$ cat config.mk
export PLATFORM = sky130hd
export DESIGN_NAME = matrix_scanner
export DESIGN_NICKNAME = d
export VERILOG_FILES = /design/src/rtl/matrix_scanner.sv
export SDC_FILE = /design/constraint.sdc
export NUM_CORES = 1
export LEC_CHECK = 0
export CORE_ASPECT_RATIO = 0.7
export CORE_MARGIN = 8
export CORE_UTILIZATION = 52
export DETAILED_ROUTE_END_ITERATION = 7
export PLACE_DENSITY = 0.67
export SLEW_MARGIN = 20
export SYNTH_ARGS = -nofsm -noshare
export SYNTH_HDL_FRONTEND = slang
export SYNTH_SLANG_ARGS = --single-unit
export TNS_END_PERCENT = 10
$ cat constraint.sdc
create_clock -name clk -period 2.59 [get_ports clk]
set_input_delay 0.518 -clock clk [delete_from_list [all_inputs] [get_ports clk]]
set_output_delay 0.518 -clock clk [all_outputs]
set_load 0.02 [all_outputs]
$ cat src/rtl/matrix_scanner.sv
// matrix_scanner: double-buffered LED matrix row scanner.
//
// Scans one row at a time: shifts the row's column bits out serially, latches
// them into the column drivers, then enables the outputs for a
// brightness-controlled number of ticks. Two image banks: the host writes the
// back bank while the front bank is displayed; swaps happen only at frame
// boundaries.
//
// Ports:
//   clk, reset_n        clock (rising edge), synchronous active-low reset
//   wr_en/wr_row/wr_data write one row of pixels into the back bank
//   swap_req            request a bank swap at the next frame boundary
//   brightness          per-row on-time in ticks (sampled on SHOW entry)
//   rclk, rsdi          row shift clock / active-low row token
//   cclk, csdi, le      column shift clock / data / latch
//   oeb                 active-low output enable
//   frame_start         pulse when row 0 starts shifting
//   swap_done           pulse on the cycle the banks swap
module matrix_scanner #(
  parameter int ROWS     = 16,
  parameter int COLS     = 16,
  parameter int CLKDIV   = 2048,
  parameter int BRIGHT_W = 2,
  parameter int ROW_SWAP = 1
) (
  input  logic                     clk,
  input  logic                     reset_n,
  input  logic                     wr_en,
  input  logic [$clog2(ROWS)-1:0]  wr_row,
  input  logic [COLS-1:0]          wr_data,
  input  logic                     swap_req,
  input  logic [BRIGHT_W-1:0]      brightness,
  output logic                     rclk,
  output logic                     rsdi,
  output logic                     cclk,
  output logic                     csdi,
  output logic                     le,
  output logic                     oeb,
  output logic                     frame_start,
  output logic                     swap_done
);
  localparam int RW = $clog2(ROWS);
  localparam int CW = $clog2(CLKDIV);
  localparam int KW = $clog2(COLS);

  typedef enum logic [1:0] {S_SHIFT, S_LATCH, S_SHOW} state_t;

  state_t              state, state_nxt;
  logic [CW-1:0]       div;
  logic                tick;
  logic [KW-1:0]       bit_idx, bit_nxt;
  logic                phase, phase_nxt;
  logic [BRIGHT_W-1:0] show_cnt, show_nxt;
  logic [RW-1:0]       row, row_nxt;

  logic [1:0][ROWS-1:0][COLS-1:0] bank;
  logic                front, swap_pending;
  logic [COLS-1:0]     sreg, row_data;
  logic [RW-1:0]       buf_row;
  logic [BRIGHT_W-1:0] bright_l;
  logic                first_bit, boundary;
  logic                rclk_n, rsdi_n, cclk_n, csdi_n, le_n, oeb_n;

  assign tick      = (div == CW'(CLKDIV - 1));
  assign buf_row   = (ROW_SWAP != 0) ? (row ^ RW'(1)) : row;
  assign row_data  = bank[front][buf_row];
  assign first_bit = (state == S_SHIFT) && (bit_idx == '0) && !phase;
  assign boundary  = tick && (state == S_SHOW) && (show_cnt == '1) &&
                     (row == RW'(ROWS - 1));

  // Outputs are registered one tick behind the state they describe: on each
  // tick the outputs for the current state are loaded and the state advances.
  // This keeps reset outputs independent of the reset state's own outputs.
  always_comb begin
    state_nxt = state;
    bit_nxt   = bit_idx;
    phase_nxt = phase;
    show_nxt  = show_cnt;
    row_nxt   = row;
    rclk_n    = 1'b0;
    rsdi_n    = 1'b1;
    cclk_n    = 1'b0;
    csdi_n    = 1'b0;
    le_n      = 1'b0;
    oeb_n     = 1'b1;
    case (state)
      S_SHIFT: begin
        // On the first bit the shift register is still being loaded, so the
        // MSB comes straight from the bank (keeps a same-cycle swap write visible).
        csdi_n = first_bit ? row_data[COLS-1] : sreg[COLS-1];
        cclk_n = phase;
        if (bit_idx == '0) begin
          rsdi_n = (row != '0);
          rclk_n = phase;
        end
        if (!phase) begin
          phase_nxt = 1'b1;
        end else begin
          phase_nxt = 1'b0;
          if (bit_idx == KW'(COLS - 1)) begin
            bit_nxt   = '0;
            state_nxt = S_LATCH;
          end else begin
            bit_nxt = bit_idx + 1'b1;
          end
        end
      end
      S_LATCH: begin
        le_n      = 1'b1;
        show_nxt  = '0;
        state_nxt = S_SHOW;
      end
      S_SHOW: begin
        oeb_n = !(show_cnt < bright_l);
        if (show_cnt == '1) begin
          state_nxt = S_SHIFT;
          row_nxt   = row + 1'b1;
        end else begin
          show_nxt = show_cnt + 1'b1;
        end
      end
      default: state_nxt = S_SHIFT;
    endcase
  end

  // Scan state register
  always_ff @(posedge clk) begin
    if (!reset_n) begin
      state    <= S_SHIFT;
      bit_idx  <= '0;
      phase    <= 1'b0;
      show_cnt <= '0;
      row      <= '0;
    end else if (tick) begin
      state    <= state_nxt;
      bit_idx  <= bit_nxt;
      phase    <= phase_nxt;
      show_cnt <= show_nxt;
      row      <= row_nxt;
    end
  end

  // Divider, banks, swap control and registered outputs
  always_ff @(posedge clk) begin
    if (!reset_n) begin
      div          <= '0;
      bank         <= '0;
      front        <= 1'b0;
      swap_pending <= 1'b0;
      sreg         <= '0;
      bright_l     <= '0;
      rclk         <= 1'b0;
      rsdi         <= 1'b1;
      cclk         <= 1'b0;
      csdi         <= 1'b0;
      le           <= 1'b0;
      oeb          <= 1'b1;
      frame_start  <= 1'b0;
      swap_done    <= 1'b0;
    end else begin
      div <= tick ? '0 : div + 1'b1;

      // Always targets the pre-swap back bank, so a boundary write lands in
      // the bank that becomes front on this very edge.
      if (wr_en) bank[~front][wr_row] <= wr_data;

      if (boundary && (swap_pending || swap_req)) begin
        front        <= ~front;
        swap_pending <= 1'b0;
        swap_done    <= 1'b1;
      end else begin
        swap_done <= 1'b0;
        if (swap_req) swap_pending <= 1'b1;
      end

      frame_start <= tick && first_bit && (row == '0);

      if (tick) begin
        rclk <= rclk_n;
        rsdi <= rsdi_n;
        cclk <= cclk_n;
        csdi <= csdi_n;
        le   <= le_n;
        oeb  <= oeb_n;
        if (first_bit)                      sreg <= row_data;
        else if (state == S_SHIFT && phase) sreg <= sreg << 1;
        if (state == S_LATCH) bright_l <= brightness;
      end
    end
  end
endmodule

---- After elaboration in Yosys (flattened, before gate mapping) ----
Index checks and enable logic that the tools add are counted.
W data, S select, Z words.
cells by class
  muxes and demuxes ....................... 29
  equal/unequal tests ..................... 10
  $add $sub $neg .......................... 4
  reductions and logical operators ........ 29
  order comparisons ....................... 7
  bitwise operators ....................... 3
operator list
  cell                     number
  $mux W256                3
  $bwmux W512              1
  $demux W256 S1           1
  $bmux W16 S4             1
  $demux W16 S4            1
  $mux W16                 4
  $add A11 B1 Y11 const B  1
  $eq A11 B11 Y1 const B   1
  $logic_and A1 B1 Y1      11
  $mux W1                  11
  $lt A4 B5 Y1 const B     2
  $reduce_and A3 Y1        3
  $add A4 B1 Y4 const B    2
  $eq A4 B4 Y1 const B     2
  $logic_not A4 Y1         2
  $mux W2                  4
  $pmux W2 S3              1
  $reduce_and A2 Y1        3
  $eq A2 B2 Y1 const B     2
  $ge A4 B1 Y1 const B     1
  $lt A1 B2 Y1 const B     2
  $mux W4                  1
  $ne A2 B1 Y1 const B     2
  $ne A2 B2 Y1 const B     2
  other kinds (13)         18
storage, ports and cells
  register bits after elaboration ......... 564
  output and inout bits ................... 8
  input port bits ......................... 26
  logic and storage cells ................. 132

---- Longest topological paths before layout ----
  depth after elaboration ................. 7
  mapped depth ............................ 9
  depth with buffers taken out ............ 7

---- Least setup slack after synthesis ----
OpenSTA, ideal clock, no wires.
  path type ............................... flip-flop to flip-flop
  start ................................... register div[0]
  end ..................................... register sreg[13]
  required time ........................... 2.463 ns
  buffers on the path ..................... 2
  arrival ................................. 1.937 ns
  slack ................................... 0.527 ns
  clock period less this slack ............ 2.063 ns
  cell stages (with the launch flop) ...... 9
  cells stage by stage .................... dfxtp_1 > ha_1 > nand2_1 > or4_4 > buf_6 > nor4_4 > and2_1 > buf_2 > a21oi_1
on the way
  longest elaborated chain between the ends .. 2
RTL lines
  element                      RTL line  source
  start, declared              49        logic [CW-1:0] div;
  start signal, assigned       161       div <= tick ? '0 : div + 1'b1;
  $eq A11 B11 Y1               64        assign tick = (div == CW'(CLKDIV - 1));
  $reduce_and A2 Y1 (no line)  -
  end signal, assigned         185       if (first_bit) sreg <= row_data;
  end signal, assigned         186       else if (state == S_SHIFT && phase) sreg <= sreg << 1;
  end, declared                58        logic [COLS-1:0] sreg, row_data;
Every way passes these cells.
A chain may end at the register's enable or synchronous reset.

---- Worst setup path in the final report ----
  start ................................... register front
  end ..................................... register sreg[1]
on the way
  longest elaborated chain between the ends .. 5
RTL lines
  element                                       RTL line  source
  start, declared                               57        logic front, swap_pending;
  start signal, assigned                        168       front <= ~front;
  $mux W256 (not written as such) (2 in a row)  66        assign row_data = bank[front][buf_row];
  $bmux W16 S4                                  66
  $mux W16 (not written as such)                66
  $mux W16                                      185
Every way passes these cells. The select of a mux whose other input is x is not followed.

==> run metrics <==
worst r2r dst=sreg[1]; nets@finish=2963; Num CTS Buffers=55; Post-synth EDFFs=0; Avg Vias per Cell=6.06; # setup viols final=0; Worst Hold End=bank[181]; Initial DRC Count=2462; ranking of synthesized cells by area=dfxtp_1 43%, a21boi_0 13%, nand2_1 11%; Worst-Skew Late Latency=0.63 ns; status=finished clean; CP Capture Type=flop; CTS Sinks=564; wire per inst=22.7 µm; antenna cells=0; final slew viol count=0; drt pass-1 iters=6; clock transition at the registers of the reported paths=0.07 ns; commonest cells after routing, fill and taps aside=792 x nand2_1, 561 x dfxtp_1, 461 x a21boi_0, 234 x nand3_1, 152 x buf_4; measured slew at the worst slew-check pin=0.668 ns; HP Class=in2reg; CP Data Arrival Time=3.06 ns; Post-Layout Cell Count=3636; Reg2Reg Launch Point=front; Port Buffers=33; yosys warns=0; Setup TNS=0 ns; CP required=3.14 ns; FF-to-FF path depth=7; row cnt=68; total power=17800 µW; RSZ-0062 raised after global routing=no; Hold Startpoint=reset_n; Fin. Hold Viols=0; gpl congestion=0.917; Hold WS=0.354 ns; FFs w/ async S/R, synth=0%; remaining antenna violation count=0; R2R setup slack=0.08 ns; syn_area_per_cell=8.85 µm²; clock buffer depth=3; global-route wire length before repair=127 mm; number of global-route vias before repair=21231; P_leak=0.00934 µW; max_cap viols=0; Overflow after GRT=0; GRT Util Overall=27.7%; clock period minus worst slack=2.51 ns; commonest non-fill, non-tap cell in the layout=nand2_1; fmax=0.398 GHz; fraction of layout cells with a size suffix above 1=13.0%; die height=203 µm; number of synthesized register bits=564; cell count after synthesis=2935; via count=22035; dominant synthesized flop cell=dfxtp_1; headroom to the max-slew limit=55.1%; syn_nets=2968; CTS tree=built; H-tree depth=2; Yosys top cell area share=43.5%; Worst IR Drop VDD=0.625 mV; Yosys cell types=56; Tcrit/Tclk final=97.0%; initial antenna violation count=2; cell taking the most area after synthesis=dfxtp_1; Min-Delay Path Depth=2; mapped cell area=26000 µm²; DRC violations left=0; critical path peak fanout=40; final setup skew=0.0302 ns; drt total wl=82.6 mm; Crit Path Category=reg2reg; Area Overhead vs Synth=14.0%; DIE WIDTH=283 µm; total die area=57500 µm²; clk root buf=clkbuf_16; IO Count=34; DP Cell Count=3537; area of the core=49300 µm²; largest net degree at the start of global routing=101; Worst Setup Start Kind=flop; sequential fraction of the synthesis area=43.5%; Starting Density=52.6%; post-DP HPWL=52.9 mm; power per cell area=601 nW/µm²; hold_buf cts=0
-- cell usage after synthesis (16+ instances only) --
master    number
a21oi_1       34
and2_1        20
nor2b_1       73
buf_1         21
a21boi_0     461
dfxtp_1      564
buf_2         52
mux2i_1      124
nand3_1      234
clkbuf_1     192
nor2_1        37
nand2_1      792
o22ai_1       16
a22o_1        16
mux4_2        91
-- what timing repair did --
item                                    in CTS  in global routing
endpoints found under the setup margin       0                  6
buffers inserted                             0                  1
resized for setup                            0                  1
-- power by group --
group | leakage (µW) | internal, µW | total [µW] | switching [µW]
Clock | 0.000893 | 4680 | 8200 | 3520
Sequential | 0.00455 | 8720 | 8760 | 31.9
Combinational | 0.00390 | 284 | 826 | 542
-- how the worst max path moves through the flow --
stage                start  depth (start not counted)        to
floorplan           div[0]                          8  sreg[13]
global placement     wr_en                          7  bank[31]
detailed placement   wr_en                          7  bank[23]
CTS                 row[0]                          7   sreg[1]
global route         front                          7  bank[25]
finish               front                          7   sreg[1]
-- sequential cells by signal, indices dropped and copies added, names as in the netlist, 2 cells and up --
| register | count |
|---|---|
| row | 4 |
| div | 11 |
| bright_l | 2 |
| show_cnt | 2 |
| state | 2 |
| bit_idx | 4 |
| sreg | 16 |
| bank | 512 |
-- logic make-up (layout without fill, tap and decap cells) --
family,count (synthesis),count (layout),share of synthesized area (%)
XOR/XNOR,14,14,0.472
buffers and inverters,287,323,4.60
flip-flops,564,564,43.5
AND/OR/NAND/NOR,1228,1228,20.8
adder cells (fa/ha/maj),7,7,0.337
multiplexers,215,215,12.7
AO/OA/AOI/OAI,620,620,17.7
-- final cells by class --
class                           instances  area (µm²)
Multi-Input combinational cell       2084       13500
Clock inverter                         17         206
Fill cell                            4184       19700
Sequential cell                       564       11300
Timing Repair Buffer                  214        2070
Inverter                               11        41.3
Clock buffer                           81        1610
Tap cell                              665         832
-- layer usage --
metal	part of all wire [%]	vias to the layer above	global-route usage (%)
met5	0.028	-	0
met4	3.3	4	9.11
met3	9.6	164	5.06
met2	43	1038	42.6
met1	44	10729	39.1
li1	-	10100	-
-- metrics by stage --
| stage | util (%) | cell area (µm²) | worst slack (ns) |
|---|---|---|---|
| floorplan | - | 26000 | 0.527 |
| global placement | 56.3 | 27800 | -0.00363 |
| detailed placement | 56.3 | 27800 | -0.0626 |
| CTS | 59.9 | 29600 | 0.0744 |
| global route | 60.0 | 29600 | 0.00410 |
| finish | 60.0 | 29600 | 0.0765 |
-- worst max-delay path, cell delays in order, from the launching register on --
cell	delay, ns
dfxtp_4	0.54
buf_16	0.32
buf_4	0.29
nor2b_1	0.15
a22o_1	0.23
nor4_1	0.60
nor4_1	0.10
o22ai_1	0.20
Note: power is estimated with default switching activity, not from simulation.
